==> src/rtl/imem_loadable.sv <==
// imem_loadable: run-time loadable instruction memory with registered, handshaked fetch.
// Out-of-range or misaligned fetches return FAULT_WORD with fetch_fault set.
module imem_loadable #(
   parameter int DATA_WIDTH = 32,
   parameter int ADDR_WIDTH = 32,
   parameter int DEPTH      = 64,
   parameter int AUTOINC    = 1,
   parameter logic [DATA_WIDTH-1:0] FAULT_WORD = 32'hEAFFFFFE
) (
   input  logic                      clk,
   input  logic                      reset_n,
   input  logic                      load_en,
   input  logic [$clog2(DEPTH)-1:0]  load_addr,
   input  logic [DATA_WIDTH-1:0]     load_data,
   input  logic                      load_done,
   output logic                      load_ovf,
   output logic [$clog2(DEPTH):0]    load_count,
   input  logic                      fetch_req,
   input  logic [ADDR_WIDTH-1:0]     fetch_addr,
   output logic                      fetch_ready,
   output logic                      fetch_valid,
   output logic [DATA_WIDTH-1:0]     fetch_rdata,
   output logic                      fetch_fault
);
   localparam int IW = $clog2(DEPTH);
   localparam int CW = IW + 1;

   typedef enum logic [1:0] {EMPTY, LOAD, RUN} state_t;
   state_t state, state_nx;

   logic [DATA_WIDTH-1:0] mem [DEPTH];
   logic [CW-1:0] ptr, ptr_nx, count_nx, base_ptr, base_cnt, wr_idx;
   logic entering, wr_ok, ovf_nx, accept, f_fault;
   logic [ADDR_WIDTH-3:0] f_idx;
   logic [DATA_WIDTH-1:0] rd_word;

   // A load_en outside LOAD starts a fresh program: counters restart before this write.
   always_comb begin
      entering = load_en && state != LOAD;
      base_ptr = entering ? '0 : ptr;
      base_cnt = entering ? '0 : load_count;
      wr_idx   = AUTOINC != 0 ? base_ptr : {1'b0, load_addr};
      wr_ok    = load_en && wr_idx < CW'(DEPTH);
      ptr_nx   = (wr_ok && AUTOINC != 0) ? base_ptr + 1'b1 : base_ptr;
      count_nx = (wr_ok && base_cnt < CW'(DEPTH)) ? base_cnt + 1'b1 : base_cnt;
      ovf_nx   = (load_en && !wr_ok) || (!entering && load_ovf);
      state_nx = load_done ? RUN : load_en ? LOAD : state;
   end

   always_comb begin
      f_idx       = fetch_addr[ADDR_WIDTH-1:2];
      f_fault     = (fetch_addr[1:0] != 2'b00) || f_idx >= (ADDR_WIDTH-2)'(DEPTH);
      rd_word     = mem[f_idx[IW-1:0]];
      fetch_ready = state == RUN && !load_en;
      accept      = fetch_req && fetch_ready;
   end

   always_ff @(posedge clk or negedge reset_n) begin
      if (!reset_n) begin
         state       <= EMPTY;
         ptr         <= '0;
         load_count  <= '0;
         load_ovf    <= 1'b0;
         fetch_valid <= 1'b0;
         fetch_fault <= 1'b0;
         fetch_rdata <= '0;
      end else begin
         state       <= state_nx;
         ptr         <= ptr_nx;
         load_count  <= count_nx;
         load_ovf    <= ovf_nx;
         fetch_valid <= accept;
         if (accept) begin
            fetch_rdata <= f_fault ? FAULT_WORD : rd_word;
            fetch_fault <= f_fault;
         end
      end
   end

   // Array has no reset so loaded words survive a reset.
   always_ff @(posedge clk) begin
      if (reset_n && wr_ok) mem[wr_idx[IW-1:0]] <= load_data;
   end
endmodule

==> config.mk <==
export PLATFORM = sky130hd
export DESIGN_NAME = imem_loadable
export DESIGN_NICKNAME = d
export VERILOG_FILES = /design/src/rtl/imem_loadable.sv
export SDC_FILE = /design/constraint.sdc
export NUM_CORES = 2
export LEC_CHECK = 0
export BUFFER_PORTS_ARGS = -buffer_cell sky130_fd_sc_hd__buf_4
export CORE_AREA = 2 2 370 372
export DETAILED_ROUTE_END_ITERATION = 8
export DIE_AREA = 0 0 372 374
export HOLD_SLACK_MARGIN = 0.02
export PLACE_DENSITY = 0.76
export SETUP_SLACK_MARGIN = 0.4
export SLEW_MARGIN = 40
export SYNTH_ARGS = -nofsm -noshare
export SYNTH_HDL_FRONTEND = slang
export SYNTH_SLANG_ARGS = --single-unit
==> constraint.sdc <==
create_clock -name clk -period 10.7 [get_ports clk]
set_clock_uncertainty 0.1 [all_clocks]
set_input_delay 2.14 -clock clk [delete_from_list [all_inputs] [get_ports clk]]
set_output_delay 2.14 -clock clk [all_outputs]
set_load 0.1 [all_outputs]
# Word level (Yosys, flattened, before mapping)

Memories as Yosys holds them, arrays and structs flattened.
Index checks and enable logic that the tools add are counted.

Bits in registers: 51
Memories: 1
Input bits: 75
RAM bits: 2048
Logic and storage cells: 39

Reductions and logical operators: 15
Magnitude comparators: 3
Mux-type cells: 9
Equality and inequality tests: 2
Add/sub/neg operators: 2

Memories:

| name | depth | bits a word | read ports | clocked after Yosys merged registers in | write ports | line | RTL |
|---|---|---|---|---|---|---|---|
| mem  | 64    | 32          | 1          | 0                                       | 1           | 31   | `logic [DATA_WIDTH-1:0] mem [DEPTH];` |

Operators by type and width:

| operator            | count |
|---|---|
| $mux 32             | 1 |
| $ge 30x7->1 const B | 1 |
| $mux 7              | 4 |
| $add 7x1->7 const B | 2 |
| $lt 7x7->1 const B  | 2 |
| $logic_and 1x1->1   | 8 |
| $mux 2              | 2 |
| $reduce_bool 2->1   | 2 |
| $logic_not 1->1     | 3 |
| $eq 2x2->1 const B  | 1 |
| $logic_or 1x1->1    | 2 |
| $mux 1              | 2 |
| $ne 2x1->1 const B  | 1 |

# Longest topological paths before layout

Depth after elaboration: 8
Mapped depth: 11
Depth with buffers taken out: 8

# Worst setup path before layout

No wires, ideal clock.

Path kind: input to output
From: input port load_en
To: output port fetch_ready
Stages: 3
Path slack: 5.305 ns
Data required time: 8.460 ns
Data arrival time: 3.155 ns
Path buffers: 1
Cells stage by stage: buf_2 > nor2_2 > and2_1

Cells in the longest elaborated chain, start to end: 2

RTL lines:

| what              | line | RTL |
|---|---|---|
| from (decl)       | 12   | `input logic load_en,` |
| $logic_not 1->1   | 54   | `fetch_ready = state == RUN && !load_en;` |
| $logic_and 1x1->1 | 54   |  |
| to (decl)         | 20   | `output logic fetch_ready,` |

No other way between the ends.

# Final worst setup path

Same ends and word-level chain as after synthesis.

==> impl.org <==
** Die
- # rows :: 135
- I/O pin count :: 118
- Die outline width :: 372 um
- Measured along the y axis, the die boundary spans 374 um.
- Area inside the core boundary :: 0.135 mm^2
- Floorplan die area :: 0.139 mm^2
- For this configuration, the core starts out at a cell density of 59.6%.

** Critical path
- Worst R2R End :: mem[9][9]$_DFFE_PP_
- For the worst flop-to-flop path, the logic depth is 6.
- R2R setup slack :: 6.86 ns
- Crit Path Category :: primary input to output pin
- Launching element type of the critical path :: primary input
- Required time at the endpoint of the critical path :: 8.46 ns
- Data arrival, critical path :: 2.88 ns
- Category of the worst setup path capture point :: output pin
- Critical-path maximum fanout :: 9
- The startpoint identified for the worst register-to-register timing path is state[0]$_DFFE_PN0P_.

** Layout
- In the final layout, the share of cells above drive strength 1 is 26.4%.
- Final core occ :: 66.5%
- Counting the fill cells in the layout gives 8083.
- Synth-to-layout area growth :: 11.5%
- Layout Nets :: 3958
- In the final layout, the multi-input gates occupy 0.0170 mm^2.
- Flip-flop and latch area :: 0.0628 mm^2

** Pwr
- Static leakage :: 0.0282 uW
- Share of total power in the clock network :: 39.7%
- Combinational logic is responsible for 4.8% of the overall power.
- Switching share of power :: 20.8%
- After layout, the design draws a total of 16300 uW.
- Net switching power :: 3380 uW
- The internal power of the cells totals 12900 uW.
- PwrDens :: 182 mW/mm^2
- Portion of total power attributed to sequential cells :: 55.5%
- Maximum ir drop on the vdd rail :: 0.000160 V

** Detailed routing
- Number of remaining DRC errors :: 0
- Count of routing violations after the opening detailed-route iteration :: 6265
- Using the TritonRoute via totals, the vias-per-cell ratio works out to 6.87.
- Detail Route Antenna Nets :: 0
- The final route contains 40.0k vias.
- After detailed routing, the average wire length per cell comes to 34.6 um.
- Number of iterations in the first detailed-routing pass :: 6
- Wires add up to 201000 um.

** Run status
- The flow ran to the end, and the final reports show no timing, DRC or antenna violations.

** CTS
- H-tree depth reported by CTS :: 4
- Setup Fix Bufs, Post-CTS :: 0
- In this run, CTS created clock tree buffers numbering 189.
- TritonCTS built the clock tree.
- Hold repair after CTS inserted 0 buffers.
- Clock edge transition at the registers on the reported setup and hold paths :: 0.06 ns
- Clock tree sinks :: 2099
- The clock passes through at most 3 buffers.
- In this run, post-CTS repair resized a total of 0 instances.
- Clk root buf :: sky130_fd_sc_hd__clkbuf_16
- Clk_lat worst skew :: 0.81 ns

** Hold path
- Counting instances, the worst hold path has a depth of 1.
- Hold-critical path endpoint :: fetch_fault$_DFFE_PN0P_
- In this run the most critical hold path is launched from fetch_fault$_DFFE_PN0P_.
- Class of the worst hold path :: flop to flop

** Global routing
- Total congestion overflow :: 0
- Maximum number of pins on one net before global-route repair :: 109
- Antenna violations before repair :: 10
- Global routing used 29.3% of the available tracks.
- The first global-routing pass estimated 286000 um of wire.
- Vias in the first global route :: 39.7k

** Logic synthesis
- Mean Syn Cell Area :: 21.9 um^2
- After synthesis, flip-flops and latches occupy 78.1% of the total area.
- Yosys mapped a number of flops with a built-in enable equal to 2048.
- The commonest cells after synthesis are sky130_fd_sc_hd__edfxtp_1 (2048), sky130_fd_sc_hd__mux4_2 (431), sky130_fd_sc_hd__mux2i_1 (141).
- Proportion of synthesized flip-flops having asynchronous set or reset :: 2.43%
- Most instantiated library cell after synthesis :: sky130_fd_sc_hd__edfxtp_1
- Warning count from the yosys run :: 0
- Number of synthesized register bits :: 2099
- Cell types occupying the most area after synthesis :: sky130_fd_sc_hd__edfxtp_1 (76%), sky130_fd_sc_hd__mux4_2 (12%), sky130_fd_sc_hd__mux2i_1 (1.8%), sky130_fd_sc_hd__dfrtp_1 (1.6%), sky130_fd_sc_hd__mux2_2 (0.90%)
- Summed over all instances, the cell type with the most area after synthesis is sky130_fd_sc_hd__edfxtp_1.
- In this run the biggest area consumer among cell types represents 76.5% of the synthesized area.
- Net count after synthesis :: 3751
- After synthesis the cells add up to 0.0804 mm^2.
- In the synthesized netlist the dominant register cell turns out to be sky130_fd_sc_hd__edfxtp_1.
- Number of cells produced by synthesis :: 3674
- Number of distinct library cells after synthesis :: 67

** Placed design
- Summed over all nets, the half-perimeter wirelength after detailed placement is 104000 um.
- The congestion estimate from routability-driven global placement came to 0.839.
- OpenSTA, run right after detailed placement, puts the worst setup slack at 4.86 ns.
- The count of buffers added on input and output ports is 111.

** STA
- The worst path uses 47.9% of the clock period.
- Worst Tran Pin Value :: 0.949 ns
- Setup repair after global routing missed its margin :: no
- Total negative slack :: 0 ns
- Counting I/O delays and the setup requirement, the final critical path takes 5.12 ns.
- Number of failing setup endpoints in the final timing report :: 0
- Measured against its own limit, the worst slew margin works out to 36.3%.
- The final hold violation count is 0.
- For this run, the top clock speed supported by timing is 0.195 GHz.
- The final count of pins violating max slew is 0.
- Post-layout worst setup margin :: 5.58 ns

** Flow run
- Max-cap violations in this run came to 0.
## area by class of cell
type | count | area share, %
clock inverter | 91 | 0.810
sequential | 2099 | 70.0
timing repair buffer | 223 | 2.02
antenna | 2 | 0.00558
clock buffer | 256 | 5.71
tap | 1781 | 2.48
multi-input combinational | 1360 | 19.0
inverter | 8 | 0.0335
## registers in the layout, summed over array words and instances (netlist names)
name	count
load_count	7
mem	2048
state	2
load_ovf	1
fetch_fault	1
fetch_valid	1
ptr	7
fetch_rdata	32
## metal layers
layer	global-route usage (%)	share of wire (%)	vias up	routed length [um]
li1	-	-	15899	-
met1	41.7	36	20735	71600
met2	45.8	48	2943	96100
met3	6.44	13	380	26400
met4	9.81	3.5	6	7060
met5	0	0.034	-	69
## power groups by stage
| stage | registers [uW] | clock network [uW] | logic (uW) |
|---|---|---|---|
| 2_1_floorplan | 9250 | 0 | 417 |
| 3_3_place_gp | 9220 | 0 | 745 |
| 3_5_place_dp | 9230 | 0 | 763 |
| 4_1_cts | 9050 | 6500 | 771 |
| 5_1_grt | 9050 | 6810 | 814 |
| 6_report | 9050 | 6460 | 778 |
## placed cells by master (no fill, tap or decap), drive strengths merged, types with 4 or more instances in the layout
| cell | instances |
|---|---|
| nand3b | 4 |
| o21ai | 8 |
| nor4 | 34 |
| a2111oi | 9 |
| buf | 223 |
| or4 | 7 |
| a22o | 20 |
| o22ai | 69 |
| nand4 | 6 |
| clkinv | 74 |
| a22oi | 69 |
| and2 | 8 |
| xor2 | 5 |
| mux4 | 438 |
| a21oi | 56 |
| nand3 | 25 |
| nor2b | 36 |
| a221oi | 8 |
| clkbuf | 256 |
| a211o | 17 |
| bufinv | 11 |
| or3 | 8 |
| dfrtp | 51 |
| edfxtp | 2048 |
| inv | 12 |
| nand2b | 7 |
| mux2i | 141 |
| nor2 | 121 |
| nor3 | 30 |
| a211oi | 44 |
| o221ai | 23 |
| nand2 | 66 |
| mux2 | 64 |
| xnor2 | 5 |
## stage by stage
stage	hold slack, ns	cell area, um^2	std cells
global placement	0.379	83700	5468
finish	0.404	89700	5820
detailed placement	0.392	83800	5471
global route	0.433	89700	5818
CTS	0.406	89700	5818
floorplan	0.408	80400	3674
## how the worst max path moves through the flow
stage	from	end	slack, ns	cells after the start
3_3_place_gp	fetch_addr[2]	fetch_rdata[0]$_DFFE_PN0P_	4.54	8
2_1_floorplan	load_en	fetch_ready	5.31	3
4_1_cts	load_en	fetch_ready	5.58	4
3_5_place_dp	fetch_addr[2]	fetch_rdata[0]$_DFFE_PN0P_	4.86	8
6_report	load_en	fetch_ready	5.58	4
5_1_grt	fetch_addr[3]	fetch_rdata[18]$_DFFE_PN0P_	5.48	8
## cells by family (layout without fill, tap and decap cells)
| group | count (synthesis) | in the layout | synth area share [%] |
|---|---|---|---|
| and+or+nand+nor | 364 | 364 | 2.24 |
| xor gates and xnor gates | 10 | 10 | 0.109 |
| DFF | 2099 | 2099 | 78.1 |
| AOI/OAI and AO/OA | 341 | 341 | 3.02 |
| adders and majority gates | 2 | 2 | 0.0311 |
| other | 0 | 2 | 0 |
| muxes | 643 | 643 | 14.9 |
| buffers and inverters | 215 | 578 | 1.60 |
## worst max-delay path, stage by stage
cell	delay, ns
sky130_fd_sc_hd__buf_4	0.17
sky130_fd_sc_hd__nor2_2	0.12
sky130_fd_sc_hd__and2_1	0.16
sky130_fd_sc_hd__buf_4	0.29
Note: power is estimated with default switching activity, not from simulation.
